[config.mk]
export PLATFORM = sky130hd
export DESIGN_NAME = i2c_target_port
export DESIGN_NICKNAME = d
export VERILOG_FILES = /design/src/rtl/i2c_pkg.sv /design/src/rtl/i2c_glitch_filter.sv /design/src/rtl/i2c_target_port.sv
export SDC_FILE = /design/constraint.sdc
export NUM_CORES = 1
export LEC_CHECK = 0
export BUFFER_PORTS_ARGS = -buffer_cell sky130_fd_sc_hd__buf_4
export CAP_MARGIN = 40
export CORE_MARGIN = 5
export CORE_UTILIZATION = 30
export CTS_CLUSTER_SIZE = 8
export DETAILED_ROUTE_END_ITERATION = 16
export PLACE_DENSITY = 0.57
export SETUP_SLACK_MARGIN = 0.2
export SLEW_MARGIN = 10
export SYNTH_ARGS = -nofsm -noshare
export SYNTH_HDL_FRONTEND = slang
export SYNTH_HIERARCHICAL = 1
export SYNTH_SLANG_ARGS = --single-unit
[constraint.sdc]
create_clock -name clk -period 2.38 [get_ports clk]
set_clock_uncertainty 0.1 [all_clocks]
set_input_delay 0.119 -clock clk [delete_from_list [all_inputs] [get_ports clk]]
set_output_delay 0.119 -clock clk [all_outputs]
set_load 0.01 [all_outputs]
[src/rtl/i2c_pkg.sv]
// Shared I2C definitions: FSM state encoding, bus conditions, ACK levels.
package i2c_pkg;

    localparam int unsigned STATE_W   = 4;
    localparam int unsigned BYTE_W    = 8;
    localparam int unsigned BIT_CNT_W = 3;

    typedef logic [STATE_W-1:0] state_t;

    localparam state_t ST_IDLE     = 4'd0;
    localparam state_t ST_ADDR     = 4'd1;
    localparam state_t ST_ADDR_ACK = 4'd2;
    localparam state_t ST_PTR      = 4'd3;
    localparam state_t ST_PTR_ACK  = 4'd4;
    localparam state_t ST_WR_DATA  = 4'd5;
    localparam state_t ST_WR_ACK   = 4'd6;
    localparam state_t ST_RD_DATA  = 4'd7;
    localparam state_t ST_RD_ACK   = 4'd8;

    // Bus conditions seen on the filtered lines
    typedef enum logic [1:0] {
        COND_NONE  = 2'd0,
        COND_START = 2'd1,
        COND_STOP  = 2'd2
    } bus_cond_t;

    // SDA level during the acknowledge bit
    localparam logic ACK  = 1'b0;
    localparam logic NACK = 1'b1;

    // Address byte matches the device; the general-call address never matches
    function automatic logic addr_match(input logic [7:0] adr_byte, input logic [6:0] dev);
        return (adr_byte[7:1] == dev) && (adr_byte[7:1] != 7'h00);
    endfunction

endpackage

[src/rtl/i2c_glitch_filter.sv]
// Two-flop synchronizer followed by a FILT_LEN-sample majority-free glitch filter.
// The output only moves once FILT_LEN consecutive synchronized samples agree.
module i2c_glitch_filter #(
    parameter int unsigned FILT_LEN = 3
) (
    input  logic clk,
    input  logic rst_n,
    input  logic din,
    output logic dout
);

    logic [1:0]          sync;
    logic [FILT_LEN-1:0] hist;

    // Synchronize, collect sample history, and accept a level only when stable
    always_ff @(posedge clk or negedge rst_n) begin
        if (!rst_n) begin
            sync <= 2'b11;
            hist <= '1;
            dout <= 1'b1;
        end else begin
            sync <= {sync[0], din};
            hist <= FILT_LEN'({hist, sync[1]});
            if (&hist) begin
                dout <= 1'b1;
            end else if (~|hist) begin
                dout <= 1'b0;
            end
        end
    end

endmodule

[src/rtl/i2c_target_port.sv]
// I2C target with an 8-bit register pointer and auto-incrementing
// register read/write strobes. No clock stretching.
module i2c_target_port
    import i2c_pkg::*;
#(
    parameter logic [6:0]  DEVICE_ADR = 7'b1110000,
    parameter int unsigned FILT_LEN   = 3
) (
    input  logic       clk,
    input  logic       rst_n,
    input  logic       scl_i,
    input  logic       sda_i,
    output logic       sda_oe,
    output logic [7:0] reg_addr,
    output logic [7:0] reg_wdata,
    output logic       reg_we,
    output logic       reg_re,
    input  logic [7:0] reg_rdata,
    output logic       busy
);

    logic scl_f, sda_f;
    logic scl_q, sda_q;
    logic scl_rise, scl_fall;
    bus_cond_t cond;

    state_t                state, state_n;
    logic [BIT_CNT_W-1:0]  bit_cnt, bit_cnt_n;
    logic [BYTE_W-1:0]     shreg, shreg_n;
    logic [BYTE_W-1:0]     rx_byte;
    logic                  rw, rw_n;
    logic                  rd_dly;
    logic                  sda_oe_n, we_n, re_n, busy_n;
    logic [7:0]            addr_n, wdata_n;

    i2c_glitch_filter #(.FILT_LEN(FILT_LEN)) u_scl_filt (
        .clk   (clk),
        .rst_n (rst_n),
        .din   (scl_i),
        .dout  (scl_f)
    );

    i2c_glitch_filter #(.FILT_LEN(FILT_LEN)) u_sda_filt (
        .clk   (clk),
        .rst_n (rst_n),
        .din   (sda_i),
        .dout  (sda_f)
    );

    // Previous filtered levels for edge and condition detection
    always_ff @(posedge clk or negedge rst_n) begin
        if (!rst_n) begin
            scl_q  <= 1'b1;
            sda_q  <= 1'b1;
            rd_dly <= 1'b0;
        end else begin
            scl_q  <= scl_f;
            sda_q  <= sda_f;
            rd_dly <= reg_re;
        end
    end

    assign scl_rise = scl_f & ~scl_q;
    assign scl_fall = ~scl_f & scl_q;
    assign rx_byte  = {shreg[6:0], sda_f};

    // START / STOP only while SCL has been stably high
    always_comb begin
        cond = COND_NONE;
        if (scl_f && scl_q && sda_q && !sda_f) begin
            cond = COND_START;
        end else if (scl_f && scl_q && !sda_q && sda_f) begin
            cond = COND_STOP;
        end
    end

    // State and registered outputs
    always_ff @(posedge clk or negedge rst_n) begin
        if (!rst_n) begin
            state     <= ST_IDLE;
            bit_cnt   <= '0;
            shreg     <= '0;
            rw        <= 1'b0;
            sda_oe    <= 1'b0;
            reg_addr  <= 8'h00;
            reg_wdata <= 8'h00;
            reg_we    <= 1'b0;
            reg_re    <= 1'b0;
            busy      <= 1'b0;
        end else begin
            state     <= state_n;
            bit_cnt   <= bit_cnt_n;
            shreg     <= shreg_n;
            rw        <= rw_n;
            sda_oe    <= sda_oe_n;
            reg_addr  <= addr_n;
            reg_wdata <= wdata_n;
            reg_we    <= we_n;
            reg_re    <= re_n;
            busy      <= busy_n;
        end
    end

    // Next-state and output logic; SDA only moves on SCL falling edges
    always_comb begin
        state_n   = state;
        bit_cnt_n = bit_cnt;
        shreg_n   = shreg;
        rw_n      = rw;
        sda_oe_n  = sda_oe;
        addr_n    = reg_addr;
        wdata_n   = reg_wdata;
        busy_n    = busy;
        we_n      = 1'b0;
        re_n      = 1'b0;

        // Read data arrives two clocks after the read request
        if (rd_dly) begin
            shreg_n = reg_rdata;
        end

        if (cond == COND_STOP) begin
            state_n   = ST_IDLE;
            sda_oe_n  = 1'b0;
            busy_n    = 1'b0;
            bit_cnt_n = '0;
        end else if (cond == COND_START) begin
            state_n   = ST_ADDR;
            sda_oe_n  = 1'b0;
            bit_cnt_n = '0;
        end else begin
            case (state)
                ST_ADDR: begin
                    if (scl_fall) begin
                        sda_oe_n = 1'b0;
                    end
                    if (scl_rise) begin
                        shreg_n   = rx_byte;
                        bit_cnt_n = bit_cnt + 3'd1;
                        if (bit_cnt == 3'd7) begin
                            if (addr_match(rx_byte, DEVICE_ADR)) begin
                                state_n = ST_ADDR_ACK;
                                rw_n    = rx_byte[0];
                                busy_n  = 1'b1;
                            end else begin
                                state_n = ST_IDLE;
                                busy_n  = 1'b0;
                            end
                        end
                    end
                end
                ST_ADDR_ACK, ST_PTR_ACK, ST_WR_ACK: begin
                    if (scl_fall) begin
                        sda_oe_n = ~ACK;
                    end
                    if (scl_rise) begin
                        bit_cnt_n = '0;
                        if (state == ST_ADDR_ACK) begin
                            if (rw) begin
                                state_n = ST_RD_DATA;
                                re_n    = 1'b1;
                            end else begin
                                state_n = ST_PTR;
                            end
                        end else if (state == ST_WR_ACK) begin
                            state_n = ST_WR_DATA;
                            addr_n  = reg_addr + 8'd1;
                        end else begin
                            state_n = ST_WR_DATA;
                        end
                    end
                end
                ST_PTR, ST_WR_DATA: begin
                    if (scl_fall) begin
                        sda_oe_n = 1'b0;
                    end
                    if (scl_rise) begin
                        shreg_n   = rx_byte;
                        bit_cnt_n = bit_cnt + 3'd1;
                        if (bit_cnt == 3'd7) begin
                            if (state == ST_PTR) begin
                                addr_n  = rx_byte;
                                state_n = ST_PTR_ACK;
                            end else begin
                                wdata_n = rx_byte;
                                we_n    = 1'b1;
                                state_n = ST_WR_ACK;
                            end
                        end
                    end
                end
                ST_RD_DATA: begin
                    if (scl_fall) begin
                        sda_oe_n = ~shreg[7];
                        shreg_n  = {shreg[6:0], 1'b0};
                    end
                    if (scl_rise) begin
                        bit_cnt_n = bit_cnt + 3'd1;
                        if (bit_cnt == 3'd7) begin
                            state_n = ST_RD_ACK;
                        end
                    end
                end
                ST_RD_ACK: begin
                    if (scl_fall) begin
                        sda_oe_n = 1'b0;
                    end
                    if (scl_rise) begin
                        bit_cnt_n = '0;
                        if (sda_f == ACK) begin
                            state_n = ST_RD_DATA;
                            addr_n  = reg_addr + 8'd1;
                            re_n    = 1'b1;
                        end else begin
                            state_n = ST_IDLE;
                            busy_n  = 1'b0;
                        end
                    end
                end
                default: begin
                    state_n = ST_IDLE;
                end
            endcase
        end
    end

endmodule

==> flow_summary.toml <==
[floorplan]
start_util_pct = 30.4
dieArea_sq_um = 10700
core_area_sq_um = 8640
rows = 34
chipWidth_microns = 104
die_h_microns = 104
pin_count = 32

[worst_setup_path]
slowest_delay_ns = 0.64
crit_arrival_ns = 2.14
r2r_setup_slack_ns = 0.33
worstPathCellList = "and2b_1 > nand3_1 > or2_1 > mux2_2"
crit_path_start_kind = "flop"
critPathRequiredTime_ns = 2.48
endpoint_kind = "flop"
criticalPathCategory = "reg2reg"
r2r_end = "reg_wdata[5]"
crit_fanout = 13
critPathSlowestCell = "dfrtp_1"
reg2regPathDepth = 4
worstReg2RegStart = "state[0]"

[power]
p_per_area_nw_per_um2 = 973
internal_power_mw = 1.79
peakVddDrop_mv = 0.384
p_leak_nw = 1.33
switching_share_pct = 40.9
pwr-share-comb_pct = 38.3
power_mw = 3.02
clockPowerShare_pct = 17.2
p_switching_mw = 1.24
p_seq_share_pct = 44.5

[yosys]
async_reset_ff_share_pct = 100
syn_nets = 279
synth-edff-count = 0
syn_area_sq_um = 2620
synth_cell_types = 54
synth_flop_cell = "dfrtp_1"
ys_seq_area_share_pct = 49.3
synth_cells = 264
synth_seq_cells = 51
yosysWarningCount = 6
syn_area_per_cell_sq_um = 9.94

[place]
io_buffers = 31
dp_hpwl_microns = 4320
postPlaceCellArea_sq_um = 2960
gp_congestion = 0.885
post-place-cells = 396

[detailed_routing]
wirelength_microns = 6060
top_layer_used = "met4"
final_antenna_net_count = 0
drt-vias-per-instance = 5.04
drt_iter0_markers = 144
wl_met1_microns = 3050
wl_met3_microns = 286
wl_met2_microns = 2700
first_pass_iters = 4
vias = 2066
drcViolationCount = 0
wl_per_cell_microns = 14.8

[sta]
worst_pin_slew_ns = 0.635
max_freq_ghz = 0.489
grt_setup_unrepaired = "no"
final.min_clock_period_ns = 2.05
fin_setup_tns_ns = 0
drv_slew = 0
slew_headroom_pct = 57.7
hold_viol_final = 0
setup_viol = 0
finalCritPeriodShare_pct = 85.9

[min_path]
hp-class = "in2reg"
min_from = "reg_rdata[1]"
whs_endpoint = "shreg[1]"
holdPathStages = 3

[finish]
diodes = 0
fill_cells = 865
fin_cells = 410
nets = 316
fin_area_sq_um = 3110
synthToLayoutAreaGrowth_pct = 18.5
drive_gt1_share_pct = 26.8

[clock_tree]
tritoncts = "built"
clock_path_buffers = 2
worstSkewPairLatency_ns = 0.30
cts_max_level = 2
clk_pin_slew_worst_paths_ns = 0.10
numCtsBuffers = 5
cts.root.buffer_cell = "clkbuf_8"
cts_sinks = 51
cts_resized = 0

[global_route]
globalRouteTotalUtil_pct = 11.1
grt_pass1_vias = 2011
grt_pass1_wl_microns = 10200
grt_remaining_overflow = 0
antenna_found_initial = 0
grt_max_degree = 52

[status]
outcome = "completed"

[flow_run]
maxCapViolCount = 0
power by group through the flow:
stage	Sequential (mW)	Clock [mW]	Combinational, mW
after detailed placement	1.36	0	1.14
final	1.35	0.521	1.16
after global routing	1.38	0.578	1.30
after global placement	1.36	0	1.14
after floorplan	1.25	0	0.883
after CTS	1.35	0.543	1.16
final cells by class:
class / count / area (sq um) / share of cell area, %
inverters: 9 / 33.8 / 1.09
clock inverters: 3 / 23.8 / 0.765
well taps: 108 / 135 / 4.35
clock buffers: 5 / 68.8 / 2.21
flip-flops and latches: 51 / 1290 / 41.6
repair buffers: 45 / 353 / 11.3
multi-input cells: 189 / 1200 / 38.6
cells by family (layout without fill, tap and decap cells):
| kind of cell | Yosys count | count (layout) | share of synthesized area, % |
|---|---|---|---|
| simple gates | 92 | 92 | 17.6 |
| compound gates | 72 | 72 | 18.1 |
| flops | 51 | 51 | 49.3 |
| buf+inv | 24 | 62 | 4.91 |
| mux | 18 | 18 | 7.30 |
| xor+xnor | 4 | 4 | 1.34 |
| fa+ha+maj | 3 | 3 | 1.43 |
synthesized netlist by cell type (2+ instances only):
library cell / n / area [sq um]
dfrtp_1: 37 / 926
o22ai_1: 4 / 25.0
nor4_1: 2 / 12.5
a21oi_1: 22 / 110
xnor2_1: 4 / 35.0
nor2b_1: 4 / 25.0
nor2_1: 17 / 63.8
nand2b_1: 6 / 37.5
nor3_1: 9 / 45.0
o311a_1: 2 / 20.0
o31a_1: 2 / 17.5
mux2_2: 9 / 101
clkbuf_1: 2 / 7.51
nand4_1: 2 / 12.5
dfstp_2: 14 / 368
o2bb2ai_1: 2 / 17.5
buf_2: 9 / 45.0
a21oi_2: 3 / 26.3
inv_1: 9 / 33.8
o21ai_1: 5 / 25.0
o21ai_0: 16 / 80.1
mux2i_1: 9 / 90.1
o211ai_1: 2 / 15.0
a31oi_1: 2 / 12.5
or2_2: 2 / 12.5
ha_1: 3 / 37.5
nand2_1: 30 / 113
nand3_1: 10 / 50.1
critical path: cells and delay by family, from the launching register on:
family | cells | cell delay, ns
AND/OR/NAND/NOR | 3 | 0.86
flip-flops | 1 | 0.64
multiplexers | 1 | 0.33
stage by stage:
stage	worst slack, ns	util (%)	hold slack, ns
5_1_grt	0.207	36.0	0.0282
6_report	0.334	36.0	0.00607
3_5_place_dp	0.337	34.2	0.0989
3_3_place_gp	0.385	34.2	0.0801
2_1_floorplan	0.463	-	-0.277
4_1_cts	0.325	36.0	0.00108
registers in the layout, summed over array words and instances (netlist names), 2 cells and up:
register,count
u_scl_filt/hist,3
state,4
u_sda_filt/hist,3
reg_wdata,8
bit_cnt,3
shreg,8
reg_addr,8
u_scl_filt/sync,2
u_sda_filt/sync,2
layout by cell type, fill, tap and decap left out, drive strengths merged, types with 2 or more instances in the layout:
| cell type | instances |
|---|---|
| mux2i | 9 |
| nand3 | 10 |
| buf | 39 |
| inv | 10 |
| o21ai | 21 |
| dlygate4sd3 | 6 |
| nand2 | 30 |
| mux2 | 9 |
| a21oi | 25 |
| nor4 | 2 |
| o211ai | 2 |
| or2 | 3 |
| ha | 3 |
| o2bb2ai | 2 |
| o311a | 2 |
| clkbuf | 5 |
| nor3 | 9 |
| dfstp | 14 |
| dfrtp | 37 |
| nand2b | 6 |
| xnor2 | 4 |
| a31oi | 3 |
| o31a | 2 |
| o22ai | 4 |
| o31ai | 2 |
| o211a | 2 |
| nor2b | 4 |
| nor2 | 17 |
| nand4 | 2 |
layer usage:
layer,track usage (%),up-vias
li1,-,1022
met4,1.97,0
met3,2.49,5
met2,16.3,47
met1,16.8,992
met5,0,-
what timing repair did:
item	CTS	global route
setup endpoints to repair	0	0
hold buffers	6	0
hold endpoints to repair	42	0
buffers inserted	0	0
worst max path at each step:
stage,from,endpoint,cells after the start
finish,state[0],reg_wdata[5],4
global route,state[0],reg_wdata[7],4
CTS,state[0],reg_wdata[5],4
detailed placement,state[3],reg_wdata[5],4
global placement,state[0],reg_wdata[4],4
floorplan,u_scl_filt/dout,reg_wdata[1],6
No activity file was read; power rests on OpenSTA's default activity.
